--- config.mk ---
export PLATFORM = sky130hd
export DESIGN_NAME = button_debouncer
export DESIGN_NICKNAME = d
export VERILOG_FILES = /design/src/rtl/button_pkg.sv /design/src/rtl/sync_ff.sv /design/src/rtl/button_debouncer.sv
export SDC_FILE = /design/constraint.sdc
export NUM_CORES = 1
export LEC_CHECK = 0
export ABC_AREA = 1
export CORE_MARGIN = 2
export CORE_UTILIZATION = 50
export CTS_CLUSTER_DIAMETER = 50
export DETAILED_ROUTE_END_ITERATION = 8
export PLACE_DENSITY = 0.74
export SYNTH_ARGS = -nofsm -noshare
export SYNTH_HDL_FRONTEND = slang
export SYNTH_SLANG_ARGS = --single-unit
--- constraint.sdc ---
create_clock -name clk -period 1.3 [get_ports clk]
set_input_delay 0.13 -clock clk [delete_from_list [all_inputs] [get_ports clk]]
set_output_delay 0.13 -clock clk [all_outputs]
set_load 0.005 [all_outputs]
--- src/rtl/button_pkg.sv ---
// Shared definitions for the push-button debouncer and its synchroniser.
// Latency: n/a (package only).
// Backpressure: n/a (package only).
package button_pkg;

  // Debounce FSM state encoding
  localparam logic [1:0] RELEASED     = 2'd0;
  localparam logic [1:0] PRESS_PEND   = 2'd1;
  localparam logic [1:0] PRESSED      = 2'd2;
  localparam logic [1:0] RELEASE_PEND = 2'd3;

  // Default flip-flop synchroniser depth
  localparam int DEFAULT_SYNC_STAGES = 2;

endpackage

--- src/rtl/sync_ff.sv ---
// Multi-flop synchroniser for an asynchronous single-bit pin (STAGES legal range 2..4).
// Latency: STAGES clk cycles from d to q.
// Backpressure: none; samples every cycle.
module sync_ff
  import button_pkg::*;
#(
  parameter int STAGES = DEFAULT_SYNC_STAGES
) (
  input  logic clk,
  input  logic rst,
  input  logic d,
  output logic q
);

  logic [STAGES-1:0] sr;

  // Shift the raw pin through the chain; the first stage may go metastable
  always_ff @(posedge clk) begin
    if (!rst) sr <= '0;
    else      sr <= {sr[STAGES-2:0], d};
  end

  assign q = sr[STAGES-1];

endmodule

--- src/rtl/button_debouncer.sv ---
// Synchronises and debounces a push-button; emits level plus press/release strobes.
// Latency: SYNC_STAGES + 2**WIDTH + 1 clk cycles from a stable input change to btn_level.
// Backpressure: none; strobes are single-cycle and must be consumed when seen.
// Optional: define PRESS_COUNT_EN to add the 8-bit wrapping press_count output.
module button_debouncer
  import button_pkg::*;
#(
  parameter int WIDTH       = 16,
  parameter int SYNC_STAGES = DEFAULT_SYNC_STAGES
) (
  input  logic       clk,
  input  logic       rst,
  input  logic       btn_in,
  output logic       btn_level,
  output logic       btn_press,
  output logic       btn_release
`ifdef PRESS_COUNT_EN
  ,
  output logic [7:0] press_count
`endif
);

  logic             btn_s;
  logic [1:0]       state, state_nxt;
  logic [WIDTH-1:0] cnt, cnt_nxt;
  logic             cnt_full;
  logic             level_nxt, press_nxt, release_nxt;

  sync_ff #(.STAGES(SYNC_STAGES)) u_sync (
    .clk (clk),
    .rst (rst),
    .d   (btn_in),
    .q   (btn_s)
  );

  // The window only ever needs to be detected at its end, so no wrap handling
  assign cnt_full = &cnt;

  // State and stability counter registers
  always_ff @(posedge clk) begin
    if (!rst) begin
      state <= RELEASED;
      cnt   <= '0;
    end else begin
      state <= state_nxt;
      cnt   <= cnt_nxt;
    end
  end

  // Next state: any reversion while pending abandons the window and restarts it
  always_comb begin
    state_nxt = state;
    cnt_nxt   = cnt + {{(WIDTH-1){1'b0}}, 1'b1};
    case (state)
      RELEASED: begin
        cnt_nxt = '0;
        if (btn_s) state_nxt = PRESS_PEND;
      end
      PRESS_PEND: begin
        if (!btn_s) begin
          state_nxt = RELEASED;
          cnt_nxt   = '0;
        end else if (cnt_full) begin
          state_nxt = PRESSED;
          cnt_nxt   = '0;
        end
      end
      PRESSED: begin
        cnt_nxt = '0;
        if (!btn_s) state_nxt = RELEASE_PEND;
      end
      RELEASE_PEND: begin
        if (btn_s) begin
          state_nxt = PRESSED;
          cnt_nxt   = '0;
        end else if (cnt_full) begin
          state_nxt = RELEASED;
          cnt_nxt   = '0;
        end
      end
      default: begin
        state_nxt = RELEASED;
        cnt_nxt   = '0;
      end
    endcase
  end

  // Output decode: level and strobes change only when a pending window completes
  always_comb begin
    level_nxt   = btn_level;
    press_nxt   = 1'b0;
    release_nxt = 1'b0;
    if (state == PRESS_PEND && btn_s && cnt_full) begin
      level_nxt = 1'b1;
      press_nxt = 1'b1;
    end
    if (state == RELEASE_PEND && !btn_s && cnt_full) begin
      level_nxt   = 1'b0;
      release_nxt = 1'b1;
    end
  end

  // Register all outputs so nothing combinational reaches the pins
  always_ff @(posedge clk) begin
    if (!rst) begin
      btn_level   <= 1'b0;
      btn_press   <= 1'b0;
      btn_release <= 1'b0;
    end else begin
      btn_level   <= level_nxt;
      btn_press   <= press_nxt;
      btn_release <= release_nxt;
    end
  end

`ifdef PRESS_COUNT_EN
  // Count committed presses; wraps naturally at 8 bits
  always_ff @(posedge clk) begin
    if (!rst)           press_count <= '0;
    else if (btn_press) press_count <= press_count + 8'd1;
  end
`endif

endmodule
==> impl_metrics.env <==
export IMPL_status="complete, but fails checks"
export IMPL_failed_checks="negative setup slack"
export IMPL_avgSynthCellArea_um2=7.89
export IMPL_holdPathStages=3
export IMPL_drc=0
export IMPL_drive_above_1_share=0.360
export IMPL_synth_top_family_by_area="simple AND/OR/NAND/NOR gates"
export IMPL_core_area_um2=2020
export IMPL_die_h_um=50.8
export IMPL_drv_slew=0
export IMPL_netlist_instances=139
export IMPL_wl_per_cell_um=12.1
export IMPL_grt_usage=0.204
export IMPL_finalWeightedCongestion=0.895
export IMPL_finalCriticalPeriod_ns=1.36
export IMPL_worst_pin_slew_ns=0.315
export IMPL_rsz0062_at_grt="true"
export IMPL_clockBufferDepth=2
export IMPL_synth_cell_types=23
export IMPL_fin_cells=191
export IMPL_start_kind="flop"
export IMPL_crit_arrival_ns=1.58
export IMPL_wirelength_mm=2.31
export IMPL_setup_viol=18
export IMPL_dp_cells=182
export IMPL_drt_iter0_drc=13
export IMPL_antenna_found_initial=0
export IMPL_holdBufCountCts=0
export IMPL_slew_headroom=0.789
export IMPL_critPathTopFamily="simple AND/OR/NAND/NOR gates"
export IMPL_cp_data_required_time_ns=1.52
export IMPL_skew_ns=0.00974
export IMPL_slowest_stage="dfxtp_4"
export IMPL_area_growth_pct=30.1
export IMPL_ir_drop_uv=867
export IMPL_max_stage_delay_ns=0.39
export IMPL_synth_mux_area_fraction=0
export IMPL_crit_start="cnt[1]$_SDFF_PN0_"
export IMPL_synth_compound_area_frac=0.0240
export IMPL_power_density_nw_per_um2=765
export IMPL_htree_levels=1
export IMPL_clk_pin_slew_ns=0.13
export IMPL_cp_cell_sequence="ha_4 > nand2_4 > nor2_4 > nand2_4 > clkinv_4 > nand3_4 > nand3_4 > nor3_1"
export IMPL_cp_max_fo=8
export IMPL_row_count=16
export IMPL_pre_cts_slack_ns=-0.0951
export IMPL_fin_tns_setup_ns=-0.580
export IMPL_fin_ws_ns=-0.0594
export IMPL_grt_pass1_wl_mm=3.94
export IMPL_layout_common_cells="25 x nand2_1, 22 x nor2_1, 16 x dfxtp_1"
export IMPL_antenna_left=0
export IMPL_r2r_start="cnt[1]$_SDFF_PN0_"
export IMPL_fin_crit_sh=1.05
export IMPL_max_freq_mhz=736
export IMPL_vias=927
export IMPL_diodes=0
export IMPL_cts_tree="built"
export IMPL_ys_seq_area_frac=0.420
export IMPL_rr_worst_depth=8
export IMPL_portBuffers=5
export IMPL_final_common_cell="nand2_1"
export IMPL_num_nets_final=169
export IMPL_start_util=0.542
export IMPL_grt_ovfl_total=0
export IMPL_viasPerCell=4.85
export IMPL_stdcell_area_um2=1430
export IMPL_ios=6
export IMPL_synthXorXnorAreaFrac=0.0799
export IMPL_clock_sinks=23
export IMPL_grt_max_degree=13
export IMPL_finalHoldWorstSlack_ns=0.331
export IMPL_hold_violations=0
export IMPL_synth_area_um2=1100
export IMPL_insertion_delay_ns=0.32
export IMPL_numCtsBuffers=3
export IMPL_cts_root_buf="clkbuf_4"
export IMPL_p_leak_nw=0.615
export IMPL_ys_warn_count=0
export IMPL_dieWidth_um=50.8
export IMPL_synth_adder_area_share=0.0114
export IMPL_synth_simple_area_share=0.384
export IMPL_min_path_type="input pin to flop"
export IMPL_cap_violations=0
export IMPL_dr_pass1_iters=4
export IMPL_dieArea_um2=2580
export IMPL_min_delay_start="btn_in"
export IMPL_synth_seq_cells=23
export IMPL_end_kind="flop"
export IMPL_crit_buf_inv=1
export IMPL_synthesis_nets=143
export IMPL_grt_pass1_vias=899
export IMPL_place_area_um2=1270
export IMPL_dp_hpwl_mm=1.49
export IMPL_critical_path_depth=8
export IMPL_path_class="flop to flop"
-- through the flow --
step	utilization	power (mW)
global route	0.705	1.13
CTS	0.676	1.09
floorplan	-	0.750
finish	0.705	1.09
global placement	0.631	0.763
detailed placement	0.631	0.765
-- synth_stat cells --
master / count / area share
nor2_4: 1 / 0.010
clkinv_4: 1 / 0.0080
o22ai_1: 1 / 0.0057
a21oi_1: 1 / 0.0046
nand2_1: 28 / 0.096
o21ai_2: 1 / 0.0080
nor2_1: 24 / 0.082
nand3_1: 6 / 0.027
nand4_1: 1 / 0.0057
nor3_4: 1 / 0.015
nor2_2: 14 / 0.080
xnor2_1: 3 / 0.024
xor2_1: 7 / 0.056
inv_1: 16 / 0.055
buf_12: 1 / 0.018
nand2_4: 1 / 0.010
nand3_4: 2 / 0.032
a31oi_1: 1 / 0.0057
nand2_2: 1 / 0.0057
dfxtp_1: 23 / 0.42
nor3_1: 3 / 0.014
nor4_1: 1 / 0.0057
ha_1: 1 / 0.011
-- final cells by class --
cell class / instances / area [µm²]
Clock buffer: 4 / 26.3
Fill cell: 177 / 596
Sequential cell: 23 / 477
Multi-Input combinational cell: 99 / 637
Inverter: 17 / 71.3
Tap cell: 27 / 33.8
Timing Repair Buffer: 21 / 181
-- sequential cells by signal, indices dropped and copies added, names as in the netlist, named ones only --
register and flops:
cnt 16, u_sync.sr 2, btn_level 1, btn_press 1, btn_release 1, state 1
-- path summary, 6_finish.rpt --
path	to	slack, ns
hold / removal	u_sync.sr[0]$_SDFF_PN0_	0.33
setup reg to reg	cnt[14]$_SDFF_PN0_	-0.06
hold reg to reg	u_sync.sr[1]$_SDFF_PN0_	0.44
setup / recovery	cnt[14]$_SDFF_PN0_	-0.06
-- worst min-delay path: cells and delay by family --
kind	cells	cell delay (ns)
buf+inv	2	0.42
simple gates	1	0.06
-- per-layer routing --
metal | up-vias | GRT usage | wire length (µm)
met5 | - | 0 | 0
met4 | 0 | 0.0315 | 0
met3 | 0 | 0.0614 | 83
met2 | 15 | 0.351 | 1200
met1 | 434 | 0.257 | 1030
li1 | 478 | - | -
-- cells by family after synthesis --
group,count (synthesis)
buffers and inverters,18
xor gates and xnor gates,10
AOI/OAI and AO/OA,4
and+or+nand+nor,83
DFF,23
adders and majority gates,1
-- what timing repair did --
item | in CTS | in global routing
pin swaps | 10 | 17
endpoints found under the hold margin | 0 | 0
gates resized for setup | 11 | 16
cloned | 1 | 0
setup endpoints to repair | 20 | 22
setup buffers | 2 | 2
-- power by group --
group / internal [mW] / switching [mW] / total [mW]
clock network: 0.120 / 0.221 / 0.342
logic: 0.0172 / 0.0218 / 0.0390
registers: 0.705 / 0.00568 / 0.711
Power figures use the tool's default switching activity.
